### config.mk
export PLATFORM = sky130hd
export DESIGN_NAME = audio_sdm_dac
export DESIGN_NICKNAME = d
export VERILOG_FILES = /design/src/rtl/audio_sdm_dac_pkg.sv /design/src/rtl/audio_sdm_channel.sv /design/src/rtl/audio_sdm_dac.sv
export SDC_FILE = /design/constraint.sdc
export NUM_CORES = 1
export LEC_CHECK = 0
export CAP_MARGIN = 0
export CELL_PAD_IN_SITES_DETAIL_PLACEMENT = 0
export CELL_PAD_IN_SITES_GLOBAL_PLACEMENT = 1
export CORE_MARGIN = 2
export CORE_UTILIZATION = 35
export DETAILED_ROUTE_END_ITERATION = 6
export PLACE_DENSITY = 0.57
export SYNTH_ARGS = -nofsm -noshare
export SYNTH_HDL_FRONTEND = slang
export SYNTH_SLANG_ARGS = --single-unit
### constraint.sdc
create_clock -name clk_i -period 4.7 [get_ports clk_i]
set_input_delay 1.175 -clock clk_i [delete_from_list [all_inputs] [get_ports clk_i]]
set_output_delay 1.175 -clock clk_i [all_outputs]
set_load 0.005 [all_outputs]
### src/rtl/audio_sdm_dac_pkg.sv
// Shared widths, field positions and the offset-binary helper for the stereo sigma-delta DAC.
package audio_sdm_dac_pkg;

  localparam int unsigned AUDIO_SAMPLE_W = 16;
  localparam int unsigned AUDIO_WORD_W   = 32;

  localparam logic [AUDIO_SAMPLE_W-1:0] AUDIO_MIDSCALE = 16'h0000;

  // Packed stereo word: left in the upper half, right in the lower half.
  localparam int unsigned AUDIO_L_LSB = 16;
  localparam int unsigned AUDIO_L_MSB = AUDIO_L_LSB + AUDIO_SAMPLE_W - 1;
  localparam int unsigned AUDIO_R_LSB = 0;
  localparam int unsigned AUDIO_R_MSB = AUDIO_R_LSB + AUDIO_SAMPLE_W - 1;

  // Two's complement to offset binary: flipping the sign bit maps -32768..32767 onto 0..65535.
  function automatic logic [AUDIO_SAMPLE_W-1:0] to_offset_binary(
    input logic [AUDIO_SAMPLE_W-1:0] s
  );
    return {~s[AUDIO_SAMPLE_W-1], s[AUDIO_SAMPLE_W-2:0]};
  endfunction

endpackage

### src/rtl/audio_sdm_channel.sv
// One channel of first-order sigma-delta modulation: the carry out of a 16-bit phase
// accumulator is the registered pulse-density bit.
module audio_sdm_channel
  import audio_sdm_dac_pkg::*;
(
  input  logic                      clk_i,
  input  logic                      rst_i,
  input  logic [AUDIO_SAMPLE_W-1:0] sample_i,
  output logic                      pdm_o
);

  logic [AUDIO_SAMPLE_W-1:0] u;
  logic [AUDIO_SAMPLE_W:0]   acc17;
  logic [AUDIO_SAMPLE_W-1:0] acc_q;
  logic                      pdm_q;

  always_comb begin
    u     = to_offset_binary(sample_i);
    acc17 = {1'b0, acc_q} + {1'b0, u};
  end

  always_ff @(posedge clk_i or negedge rst_i) begin
    if (!rst_i) begin
      acc_q <= '0;
      pdm_q <= 1'b0;
    end else begin
      acc_q <= acc17[AUDIO_SAMPLE_W-1:0];
      pdm_q <= acc17[AUDIO_SAMPLE_W];
    end
  end

  assign pdm_o = pdm_q;

endmodule

### src/rtl/audio_sdm_dac.sv
// Stereo audio output stage: sample FIFO, sample-rate divider and two sigma-delta channels.
// Build option AUDIO_SDM_DAC_MUTE_ON_UNDERRUN_EN forces midscale on an underrun tick.
module audio_sdm_dac
  import audio_sdm_dac_pkg::*;
#(
  parameter int unsigned CLK_DIV      = 1134,
  parameter int unsigned FIFO_DEPTH_W = 3
) (
  input  logic                    clk_i,
  input  logic                    rst_i,
  input  logic                    sample_valid_i,
  input  logic [AUDIO_WORD_W-1:0] sample_data_i,
  output logic                    sample_accept_o,
  output logic                    audio_l_o,
  output logic                    audio_r_o,
  output logic                    underrun_o,
  output logic [FIFO_DEPTH_W:0]   fifo_level_o
);

  localparam int unsigned Depth = 1 << FIFO_DEPTH_W;
  localparam int unsigned CntW  = 16;

  localparam logic [CntW-1:0]         CntMax   = CntW'(CLK_DIV - 1);
  localparam logic [CntW-1:0]         CntOne   = CntW'(1);
  localparam logic [FIFO_DEPTH_W-1:0] PtrOne   = FIFO_DEPTH_W'(1);
  localparam logic [FIFO_DEPTH_W:0]   LevelOne = (FIFO_DEPTH_W + 1)'(1);
  localparam logic [FIFO_DEPTH_W:0]   LevelMax = (FIFO_DEPTH_W + 1)'(Depth);

  // Sample-rate divider
  logic [CntW-1:0] cnt_q, cnt_d;
  logic            tick;

  always_comb begin
    tick  = (cnt_q == CntMax);
    cnt_d = tick ? '0 : cnt_q + CntOne;
  end

  always_ff @(posedge clk_i or negedge rst_i) begin
    if (!rst_i) begin
      cnt_q <= '0;
    end else begin
      cnt_q <= cnt_d;
    end
  end

  // Sample FIFO
  logic [AUDIO_WORD_W-1:0] mem_q [Depth];
  logic [FIFO_DEPTH_W-1:0] wr_ptr_q, wr_ptr_d;
  logic [FIFO_DEPTH_W-1:0] rd_ptr_q, rd_ptr_d;
  logic [FIFO_DEPTH_W:0]   level_q, level_d;
  logic                    full, empty, push, pop;

  always_comb begin
    full     = (level_q == LevelMax);
    empty    = (level_q == '0);
    push     = sample_valid_i && !full;
    // A word pushed on an empty-FIFO tick is not visible yet; it waits for the next tick.
    pop      = tick && !empty;
    wr_ptr_d = push ? wr_ptr_q + PtrOne : wr_ptr_q;
    rd_ptr_d = pop ? rd_ptr_q + PtrOne : rd_ptr_q;
    level_d  = level_q;
    unique case ({push, pop})
      2'b10:   level_d = level_q + LevelOne;
      2'b01:   level_d = level_q - LevelOne;
      default: level_d = level_q;
    endcase
  end

  // Storage needs no reset: the pointers and level alone define what is valid.
  always_ff @(posedge clk_i) begin
    if (push) begin
      mem_q[wr_ptr_q] <= sample_data_i;
    end
  end

  always_ff @(posedge clk_i or negedge rst_i) begin
    if (!rst_i) begin
      wr_ptr_q <= '0;
      rd_ptr_q <= '0;
      level_q  <= '0;
    end else begin
      wr_ptr_q <= wr_ptr_d;
      rd_ptr_q <= rd_ptr_d;
      level_q  <= level_d;
    end
  end

  // Current sample registers
  logic [AUDIO_WORD_W-1:0]   head;
  logic [AUDIO_SAMPLE_W-1:0] cur_l_q, cur_l_d;
  logic [AUDIO_SAMPLE_W-1:0] cur_r_q, cur_r_d;

  always_comb begin
    head    = mem_q[rd_ptr_q];
    cur_l_d = cur_l_q;
    cur_r_d = cur_r_q;
    if (pop) begin
      cur_l_d = head[AUDIO_L_MSB:AUDIO_L_LSB];
      cur_r_d = head[AUDIO_R_MSB:AUDIO_R_LSB];
    end
`ifdef AUDIO_SDM_DAC_MUTE_ON_UNDERRUN_EN
    else if (tick) begin
      cur_l_d = AUDIO_MIDSCALE;
      cur_r_d = AUDIO_MIDSCALE;
    end
`else
    else begin
      cur_l_d = cur_l_q;
      cur_r_d = cur_r_q;
    end
`endif
  end

  always_ff @(posedge clk_i or negedge rst_i) begin
    if (!rst_i) begin
      cur_l_q <= AUDIO_MIDSCALE;
      cur_r_q <= AUDIO_MIDSCALE;
    end else begin
      cur_l_q <= cur_l_d;
      cur_r_q <= cur_r_d;
    end
  end

  audio_sdm_channel u_chan_l (
    .clk_i    (clk_i),
    .rst_i    (rst_i),
    .sample_i (cur_l_q),
    .pdm_o    (audio_l_o)
  );

  audio_sdm_channel u_chan_r (
    .clk_i    (clk_i),
    .rst_i    (rst_i),
    .sample_i (cur_r_q),
    .pdm_o    (audio_r_o)
  );

  assign sample_accept_o = !full;
  assign underrun_o      = tick && empty;
  assign fifo_level_o    = level_q;

endmodule

### Word-level counts from Yosys, hierarchy flattened

Memories as Yosys holds them, arrays and structs flattened. A register that Yosys moved wholly into a read port is not among the register bits.
Cells that the tools add are included.

* bits in registers: 60
* RAM bits: 256
* input port bits: 35
* logic and storage cells: 34
* memories: 1

* $add $sub $neg: 7
* equality and inequality tests: 4
* mux-type cells: 4
* bitwise gates (word level): 2
* reduce and logical (&&, ||, !) cells: 8

Memories
* mem_q: depth 8, width 32, rd ports 1, clocked after memory_dff 1, wr ports 1, line audio_sdm_dac.sv:47 `logic [AUDIO_WORD_W-1:0] mem_q [Depth];`

Operators with widths (count)
* adder 16 x 16 -> 17 bit: 2
* adder 16 x 1 -> 16 bit, second input constant: 1
* equality test 16 x 11 -> 1 bit, second input constant: 1
* 2-to-1 mux 16 bit: 1
* one-hot mux 4 bit (2 select lines): 1
* adder 3 x 1 -> 3 bit, second input constant: 2
* adder 4 x 1 -> 4 bit, second input constant: 1
* equality test 4 bit, second input constant: 1
* zero test 4 bit: 1
* subtractor 4 x 1 -> 4 bit, second input constant: 1
* logical AND 1 bit: 3
* zero test 1 bit: 3
* equality test 2 x 1 -> 1 bit, second input constant: 1
* equality test 2 bit, second input constant: 1
* 2-to-1 mux 1 bit: 2
* inverter 1 bit: 2
* nonzero test 2 bit: 1

### Longest topological paths before layout

Gate-level depths: netlist (run 1).

* depth after elaboration: 5
* depth in mapped cells: 15
* depth with buffers taken out: 12

### Hierarchy

A second synthesis (run 1) with hierarchy kept.

* cells, all modules: 863
* area total of the unflattened synthesis: 14571.5 um2

Modules (own cells, without submodules)
* audio_sdm_dac: times used 1, cells each 607, area each 12049.1 um2, sequential area each 9138.8 um2
* audio_sdm_channel: times used 2, cells each 128, area each 1261.2 um2, sequential area each 425.4 um2

### Worst setup path after synthesis (run 1)

No wires, ideal clock.

* path type: input to register
* from: input sample_valid_i
* to: memory mem_q[0][0], enable pin
* library setup time: 0.501 ns
* arrival: 4.426 ns
* data required time: 4.199 ns
* slack: -0.228 ns
* stages on the path: 2
* cell sequence: nand2_1 nor4_1

* cells in the longest elaborated chain, start to end: 3

RTL lines
* start, declared: line audio_sdm_dac.sv:11 `input logic sample_valid_i,`
* logical AND 1 bit: line audio_sdm_dac.sv:56 `push = sample_valid_i && !full;`
* 2-to-1 mux 1 bit: line audio_sdm_dac.sv:71 `if (push) begin`
* 2-to-1 mux 1 bit (implied by the code): line audio_sdm_dac.sv:72 `mem_q[wr_ptr_q] <= sample_data_i;`
* end, declared: line audio_sdm_dac.sv:47

No other way between the ends.

### Worst setup path in the final report (run 1)

* from: register cnt_q[2]
* to: output underrun_o

* cells in the longest elaborated chain, start to end: 2

RTL lines
* start, declared: line audio_sdm_dac.sv:30 `logic [CntW-1:0] cnt_q, cnt_d;`
* start signal, assigned: line audio_sdm_dac.sv:42 `cnt_q <= cnt_d;`
* equality test 16 x 11 -> 1 bit: line audio_sdm_dac.sv:34 `tick = (cnt_q == CntMax);`
* logical AND 1 bit: line audio_sdm_dac.sv:139 `assign underrun_o = tick && empty;`
* end, declared: line audio_sdm_dac.sv:16 `output logic underrun_o,`

No other way between the ends.

==> impl_results.md, run 1 <==
- Fin. Hold Viols: 0
- First-pass GRT wire length: 44200 microns
- CP endpoint: underrun_o
- Critical path peak fanout: 10
- Status: finished, final reports clean
- CTS sink count: 348
- Placement Cell Area: 15400 sq um
- Post-Syn Nets: 903
- Post-synthesis average cell area: 17.3 sq um
- Top cells by area, synth: edfxtp_1, dfrtp_1, mux4_2, ha_1, mux2i_1
- #FFs+latches synth: 348
- GPL Wtd Cong: 0.731
- Clock latency on the worst-skew pair: 0.53 ns
- Post-Synth XOR/XNOR Area: 2.82%
- Fraction of layout cells with a size suffix above 1: 17.5%
- Site Rows: 74
- CP required: 3.52 ns
- Overall routing resource usage: 13.6%
- Initial antenna violation count: 0
- Hold Crit Class: flip-flop to flip-flop
- Finished Cell Area: 16700 sq um
- Final period util: 77.5%
- Netlist cell types: 52
- WP data arrival: 2.47 ns
- Clk_skew: 0.0206 ns
- Postcts setup bufs: 0
- PortBufs: 42
- Reg2Reg Depth: 10
- Cells after synthesis: 827
- Crit. End Element: output pin
- Relative slew slack: 37.8%
- CTS Hold Buffers Added: 0
- Largest net degree at the start of global routing: 71
- Root buffer cell: clkbuf_16
- Syn. warnings: 0
- CTS resizes: 0
- Dominant register cell in the synthesized netlist: edfxtp_1
- Die H: 206 microns
- Post-synth EDFFs: 256
- Initial Util: 35.3%
- Finish-stage setup viols: 0
- FF-to-FF End: fifo_level_o[3]
- Post-synth ARST share: 26.4%
- Crit path launch: cnt_q[2]
- Adder-cell share of the synthesized area: 3.69%
- ANT nets after route: 0
- Fill count: 3641
- Least-Margin Pin Slew: 0.934 ns
- Sequential share of the synthesized area: 69.8%
- Final slew viol count: 0
- Reg2reg setup slack: 1.62 ns
- Compound-Gate Fraction of Synth Area: 5.35%
- Top cell type's share of synthesized area: 53.7%
- Clock buffer depth: 3
- Fmax: 275 MHz
- Post-Synth Simple-Gate Area: 4.29%
- Setup crit start kind: flip-flop
- Multi-input logic area: 4170 sq um
- Setup TNS: 0 ns
- Final wirelength: 27800 microns
- Sequential Area: 10000 sq um
- Pwr dens: 386 nW/um^2
- CTS clk-pin slew, worst paths: 0.06 ns
- Worst IR Drop VDD: 0.231 mV
- CTS H-tree depth: 2
- Main combinational cell family by area after synthesis: multiplexers
- Vias per cell: 4.89
- Unrepaired setup endpoints after global routing: false
- Total gr overflow: 0
- Io pins: 43
- Die area: 42500 sq um
- Vias in the first global route: 7531
- Crit path time final: 3.64 ns
- Routed length per instance: 19.0 microns
- CTS buffer count: 39
- Mux contribution to synthesized area: 12.6%
- Vias: 7140
- WS Path Type: flip-flop to output pin
- Die outline width: 206 microns
- Core box area: 40600 sq um
- TritonRoute pass-1 iters: 4
- N_diodes: 0
- Yosys top cell by area: edfxtp_1
- DRC violations left: 0
- P_leak: 0.00610 uW
- Fin nets: 974
- Post-DP HPWL: 16900 microns
- CTS tree: done
- R2r startpoint: cnt_q[2]
- 1st-iter DRT viols: 395
- Cell area after synthesis: 14300 sq um
- Max-Cap Viols: 0
- Area delta synth->final: 17.0%
==> worst min path at each step <==
stage | from | to | slack [ns] | cells past startpoint
finish | u_chan_r.acc_q[0] | u_chan_r.acc_q[0] | 0.48 | 1
global route | u_chan_r.acc_q[0] | u_chan_r.acc_q[0] | 0.50 | 1
CTS | cnt_q[15] | cnt_q[15] | 0.48 | 1
detailed placement | cnt_q[15] | cnt_q[15] | 0.47 | 1
global placement | u_chan_l.acc_q[0] | u_chan_l.acc_q[0] | 0.45 | 1
floorplan | cnt_q[15] | cnt_q[15] | 0.44 | 1
==> flip-flops by register name, summed over array words and instances, names as in the netlist <==
signal	count
u_chan_r.pdm_o	1
u_chan_l.acc_q	16
u_chan_r.acc_q	16
cnt_q	16
rd_ptr_q	3
cur_r_q	16
mem_q	256
cur_l_q	16
wr_ptr_q	3
fifo_level_o	4
u_chan_l.pdm_o	1
==> synth_stat cells (all sizes together) (3+ instances only) <==
| cell type | instances |
|---|---|
| o22ai | 3 |
| xnor2 | 23 |
| clkbuf | 12 |
| mux2 | 3 |
| nor2b | 5 |
| nor3 | 9 |
| nand3 | 10 |
| buf | 16 |
| dfrtp | 92 |
| inv | 12 |
| o21bai | 4 |
| ha | 39 |
| o31ai | 4 |
| mux4 | 64 |
| edfxtp | 256 |
| nand4 | 5 |
| a21oi | 61 |
| a21o | 16 |
| xor2 | 23 |
| o21ai | 16 |
| and3 | 10 |
| a211oi | 5 |
| mux2i | 33 |
| nor2 | 56 |
| nand2 | 22 |
==> final cells by class <==
cell class | instances | share of cell area, %
Clock buffer | 52 | 6.55
Timing Repair Buffer | 58 | 3.21
Inverter | 12 | 0.269
Clock inverter | 19 | 1.38
Sequential cell | 348 | 59.7
Tap cell | 532 | 3.97
Multi-Input combinational cell | 439 | 24.9
==> stage by stage <==
| step | power, uW | setup slack (ns) | util (%) | hold WS [ns] | cells |
|---|---|---|---|---|---|
| 4_1_cts | 6580 | 0.982 | 41.3 | 0.483 | 1460 |
| 5_1_grt | 6700 | 0.808 | 41.3 | 0.500 | 1460 |
| 3_5_place_dp | 3440 | 1.25 | 38.0 | 0.469 | 1389 |
| 3_3_place_gp | 3440 | 1.29 | 38.0 | 0.454 | 1389 |
| 2_1_floorplan | 3370 | 0.613 | - | 0.443 | 827 |
| 6_report | 6470 | 1.06 | 41.3 | 0.476 | 1460 |
==> critical path, cell delays in order (launching register included) <==
cell and delay, ns:
dfrtp_1 0.43, nand4_2 0.12, nor4b_1 0.28, and3_1 0.41, and3_1 0.21, clkdlybuf4s50_1 0.50
==> layout by cell type, fill, tap and decap left out, types with 3 or more instances in the layout <==
cell type | synthesis | final
edfxtp_1 | 256 | 256
dfrtp_1 | 92 | 89
mux4_2 | 64 | 64
a21oi_1 | 61 | 61
nor2_1 | 56 | 53
clkdlybuf4s50_1 | 0 | 41
clkbuf_16 | 0 | 40
ha_1 | 39 | 39
mux2i_1 | 33 | 33
xor2_1 | 23 | 23
xnor2_1 | 23 | 23
nand2_1 | 21 | 21
buf_4 | 4 | 17
a21o_1 | 16 | 16
o21ai_0 | 15 | 15
inv_1 | 12 | 12
and3_1 | 10 | 10
nand3_1 | 10 | 10
clkinv_2 | 0 | 9
clkbuf_1 | 12 | 7
nor3_1 | 9 | 5
nor2b_1 | 5 | 5
bufinv_16 | 0 | 5
clkbuf_8 | 0 | 5
o21bai_1 | 4 | 4
o31ai_1 | 4 | 4
nand4_1 | 4 | 4
a211oi_1 | 4 | 4
nor3_2 | 0 | 4
o22ai_1 | 3 | 3
nor2_4 | 0 | 3
mux2_2 | 3 | 3
clkinv_1 | 0 | 3
==> power by group <==
group	internal, uW	total (uW)	switching (uW)	leakage, uW
sequential	3300	3300	0	0.00355
combinational	25.4	74.6	49.2	0.00189
clock	1920	3090	1180	0.000659
==> routing by layer <==
metal | vias to the layer above | global-route usage [%] | share of wire [%]
met4 | 0 | 3.65 | 2.0
met1 | 3608 | 19.4 | 49
met2 | 103 | 21.6 | 46
met5 | - | 0 | 0
li1 | 3387 | - | -
met3 | 42 | 2.41 | 3.5
==> cell families (layout without fill, tap and decap cells) <==
| group | after synthesis | after routing |
|---|---|---|
| adders and majority gates | 41 | 41 |
| AOI/OAI and AO/OA | 123 | 123 |
| and+or+nand+nor | 129 | 129 |
| buffers and inverters | 40 | 141 |
| DFF | 348 | 348 |
| muxes | 100 | 100 |
| xor gates and xnor gates | 46 | 46 |
Power figures use the tool's default switching activity.
==> inputs of run 2 (changes only) <==
Settings changed: PLACE_DENSITY 0.57 to 0.55.
Clock period 4.7 ns to 3.7 ns, I/O delays scaled along.
==> impl_results.md, run 2 (same netlist as run 1, synthesis figures left out) <==
- Relative slew slack: 51.7%
- Die outline width: 206 microns
- Largest net degree at the start of global routing: 68
- P_leak: 0.00609 uW
- Worst IR Drop VDD: 0.287 mV
- Fraction of layout cells with a size suffix above 1: 17.8%
- Vias in the first global route: 7604
- 1st-iter DRT viols: 393
- Clock buffer depth: 3
- Placement Cell Area: 15500 sq um
- Vias per cell: 4.95
- Global-route met1 utilization: 20.3%
- Status: finished, final reports clean
- Setup crit start kind: flip-flop
- CTS H-tree depth: 2
- Io pins: 43
- TritonRoute pass-1 iters: 4
- CTS clk-pin slew, worst paths: 0.06 ns
- Least-Margin Pin Slew: 0.725 ns
- Clock latency on the worst-skew pair: 0.53 ns
- Commonest non-fill, non-tap cell in the layout: edfxtp_1
- Root buffer cell: clkbuf_16
- M2 GR Usage: 22.3%
- CTS buffer count: 40
- Max-Cap Viols: 0
- GR Layer Usage met3: 2.55%
- Largest Register: mem_q
- Critical path peak fanout: 10
- First-pass GRT wire length: 45200 microns
- CTS sink count: 348
- CTS resizes: 0
- Cell Count, Final, Fillers Out: 1465
- Max reg flops: 256
- Reg2Reg Depth: 10
- Core box area: 40600 sq um
- WP data arrival: 2.43 ns
- Postcts setup bufs: 0
- Final period util: 90.8%
- Pwr dens: 482 nW/um^2
- Clk_skew: 0.0184 ns
- Finish-stage setup viols: 0
- Area delta synth->final: 17.3%
- Finished Cell Area: 16800 sq um
- Hold Crit Class: primary input to asynchronous set/reset pin
- Initial antenna violation count: 0
- Initial Util: 35.3%
- Overall routing resource usage: 14.1%
- Placed cell count: 1391
- Fin. Hold Viols: 0
- Fin nets: 977
- Post-DP HPWL: 17200 microns
- CP required: 2.77 ns
- Crit path time final: 3.36 ns
- Fmax: 298 MHz
- CTS tree: done
- PortBufs: 42
- DRC violations left: 0
- WS Path Type: flip-flop to output pin
- Most frequent cells in the layout: edfxtp_1, dfrtp_1, mux4_2
- Routed length per instance: 19.7 microns
- Site Rows: 74
- Die area: 42500 sq um
- Total gr overflow: 0
- Die H: 206 microns
- GPL Wtd Cong: 0.737
- CTS Hold Buffers Added: 0
- Final slew viol count: 0
- Crit. End Element: output pin
- Most heavily used metal layer in global routing: met2
- ANT nets after route: 0
- Final wirelength: 28900 microns
- Vias: 7252
- Unrepaired setup endpoints after global routing: false
-- run 2: changes by cell type in the layout (fill, tap and decap cells not counted), moves of 2 or more --
cell,previous run,this run
buf_12,0,6
buf_4,17,13
bufinv_16,5,2
clkinv_2,9,11
clkinvlp_4,0,2
inv_6,1,3
-- run 2: power by group --
| part | internal [uW] | total (uW) | switching [uW] |
|---|---|---|---|
| combinational | 34.5 | 98.1 | 63.6 |
| sequential | 4200 | 4200 | 0 |
| clock | 2250 | 3800 | 1550 |
| total | 6490 | 8100 | 1610 |
-- run 2: final timing paths --
kind	from	endpoint	slack, ns
max	cnt_q[3]	underrun_o	0.34
min	rst_i	u_chan_r.pdm_o	0.38
max reg2reg	fifo_level_o[1]	fifo_level_o[2]	0.96
min reg2reg	u_chan_r.acc_q[0]	u_chan_r.acc_q[0]	0.47
max in group asynchronous	rst_i	u_chan_l.acc_q[11]	2.68
min in group clk_i	u_chan_r.acc_q[0]	u_chan_r.acc_q[0]	0.47
-- run 2: layout make-up --
cell class | count | area (sq um)
inverters | 12 | 45.0
fillers | 3712 | 23800
repair buffers | 60 | 628
diodes | 1 | 2.50
clock inverters | 22 | 171
flip-flops and latches | 348 | 10000
multi-input cells | 439 | 4180
well taps | 532 | 666
clock buffers | 51 | 1100
-- run 2: per-layer routing --
layer | part of all wire (%) | vias up
met4 | 1.7 | 0
met5 | 0 | -
met1 | 48 | 3705
met3 | 3.3 | 37
li1 | - | 3409
met2 | 47 | 101
-- run 2: critical path: stages, from the launching register on --
cell and delay, ns:
dfrtp_1 0.41, nand4_2 0.13, nor4b_1 0.27, and3_1 0.40, and3_1 0.20, clkdlybuf4s50_1 0.49
-- run 2: through the flow --
step / hold WS (ns) / TNS (ns) / utilization (%) / power, uW / setup WS (ns)
after floorplan: 0.443 / -13.16 / - / 4280 / -0.137
after global placement: 0.453 / 0 / 38.3 / 4380 / 0.648
after detailed placement: 0.461 / 0 / 38.3 / 4380 / 0.621
after CTS: 0.384 / 0 / 41.4 / 8240 / 0.263
after global routing: 0.398 / 0 / 41.4 / 8390 / 0.0542
final: 0.385 / 0 / 41.4 / 8100 / 0.341
==> inputs of run 3 (changes only) <==
Settings changed: CTS_CLUSTER_SIZE set to 12, SKIP_CTS_REPAIR_TIMING set to 1.
==> impl_results.md, run 3 (same netlist as run 1, synthesis figures left out) <==
- Vias in the first global route: 7602
- CTS H-tree depth: 2
- Clock power frac: 46.3%
- Reg power frac: 52.5%
- Unrepaired setup endpoints after global routing: false
- CP required: 2.77 ns
- Clk_skew: 0.0144 ns
- WP buf/inv: 1
- Crit path time final: 3.36 ns
- Min Hold Slack: 0.384 ns
- Clock latency on the worst-skew pair: 0.53 ns
- Area delta synth->final: 17.1%
- Pre-CTS WS: 0.621 ns
- Die area: 42500 sq um
- Crit. End Element: output pin
- Relative slew slack: 51.8%
- Finish-stage setup viols: 0
- Max-Cap Viols: 0
- Site Rows: 74
- DRC violations left: 0
- Vias: 7244
- Multi-input logic area: 4180 sq um
- GPL Wtd Cong: 0.737
- ANT nets after route: 0
- Cells along the critical path: nand4_2 -> nor4b_1 -> and3_1 -> and3_1 -> clkdlybuf4s50_1
- CTS buffer count: 40
- Setup crit start kind: flip-flop
- Die H: 206 microns
- Pint: 6400 uW
- Post-DP HPWL: 17200 microns
- Combinational share of power: 1.2%
- Sequential Area: 10000 sq um
- Clock buffer depth: 3
- Slowest cell on the critical path: clkdlybuf4s50_1
- First-pass GRT wire length: 45300 microns
- Initial Util: 35.3%
- Fin nets: 977
- CP max stage delay: 0.49 ns
- Most frequent CP cell: and3_1
- WS Path Type: flip-flop to output pin
- Final slew viol count: 0
- Core box area: 40600 sq um
- Final period util: 90.8%
- Total gr overflow: 0
- Largest net degree at the start of global routing: 68
- Critical path peak fanout: 10
- P_leak: 0.00608 uW
- Fmax: 298 MHz
- Io pins: 43
- Hold Crit Class: primary input to asynchronous set/reset pin
- Die outline width: 206 microns
- Fraction of layout cells with a size suffix above 1: 17.5%
- Overall routing resource usage: 14.2%
- CTS sink count: 348
- Final setup margin: 0.340 ns
- CTS tree: done
- Status: finished, final reports clean
- Net Sw Frac: 20.0%
- Most frequent cells in the layout: edfxtp_1, dfrtp_1, mux4_2
- CTS clk-pin slew, worst paths: 0.05 ns
- Routed length per instance: 19.7 microns
- Max reg flops: 256
- Initial antenna violation count: 0
- Commonest non-fill, non-tap cell in the layout: edfxtp_1
- Least-Margin Pin Slew: 0.723 ns
- Final wirelength: 28800 microns
- Worst IR Drop VDD: 0.287 mV
- Fin. Hold Viols: 0
- Pwr dens: 477 nW/um^2
- 1st-iter DRT viols: 357
- P_sw: 1590 uW
- Root buffer cell: clkbuf_16
- CP top delay family: simple AND/OR/NAND/NOR gates
- Fill count: 3716
- TritonRoute pass-1 iters: 4
- WP data arrival: 2.44 ns
- Largest Register: mem_q
- PortBufs: 42
- Vias per cell: 4.94
-- run 3: cell count changes in the layout (fill, tap and decap cells not counted) --
cell	change
bufinv_16	-1
clkbuf_1	+2
clkbuf_8	-1
clkinv_1	+1
clkinv_4	+1
clkinvlp_4	-1
inv_6	-1
-- run 3: power by group through the flow --
stage	sequential [uW]	clock, uW	combinational (uW)
2_1_floorplan	4280	0	0.0247
3_3_place_gp	4280	0	101
5_1_grt	4190	3980	111
4_1_cts	4200	3840	103
3_5_place_dp	4280	0	103
6_report	4200	3700	98.1
-- run 3: worst paths after layout --
check                                       start                 to  slack [ns]  cells after the start
worst max-delay path                     cnt_q[3]         underrun_o        0.34                      5
worst min-delay path                        rst_i     u_chan_r.pdm_o        0.38                      1
worst min register to register  u_chan_r.acc_q[0]  u_chan_r.acc_q[0]        0.47                      1
max in group asynchronous                   rst_i  u_chan_r.acc_q[2]        2.68                      2
min in group clk_i              u_chan_r.acc_q[0]  u_chan_r.acc_q[0]        0.47                      1
worst max register to register    fifo_level_o[1]    fifo_level_o[2]        0.97                     10
-- run 3: metrics by stage --
step	instance area, sq um	total power [uW]	setup TNS, ns	cells	util [%]
floorplan	14300	4280	-13.16	827	-
global placement	15500	4380	0	1391	38.3
detailed placement	15500	4380	0	1391	38.3
CTS	16700	8130	0	1464	41.3
global route	16700	8290	0	1464	41.3
finish	16800	7990	0	1465	41.3
-- run 3: layout make-up --
cell class                 instances  area share (%)
antenna                            1          0.0149
clock buffer                      52            6.55
clock inverter                    21           0.822
inverter                          12           0.269
multi-input combinational        439            25.0
sequential                       348            59.7
tap                              532            3.97
timing repair buffer              60            3.75
-- run 3: per-layer routing --
| layer | vias up | GRT usage [%] | wire, microns |
|---|---|---|---|
| met5 | - | 0 | 0 |
| met4 | 0 | 3.75 | 464 |
| met3 | 35 | 2.59 | 860 |
| met2 | 94 | 22.3 | 13500 |
| met1 | 3708 | 20.3 | 14000 |
| li1 | 3407 | - | - |
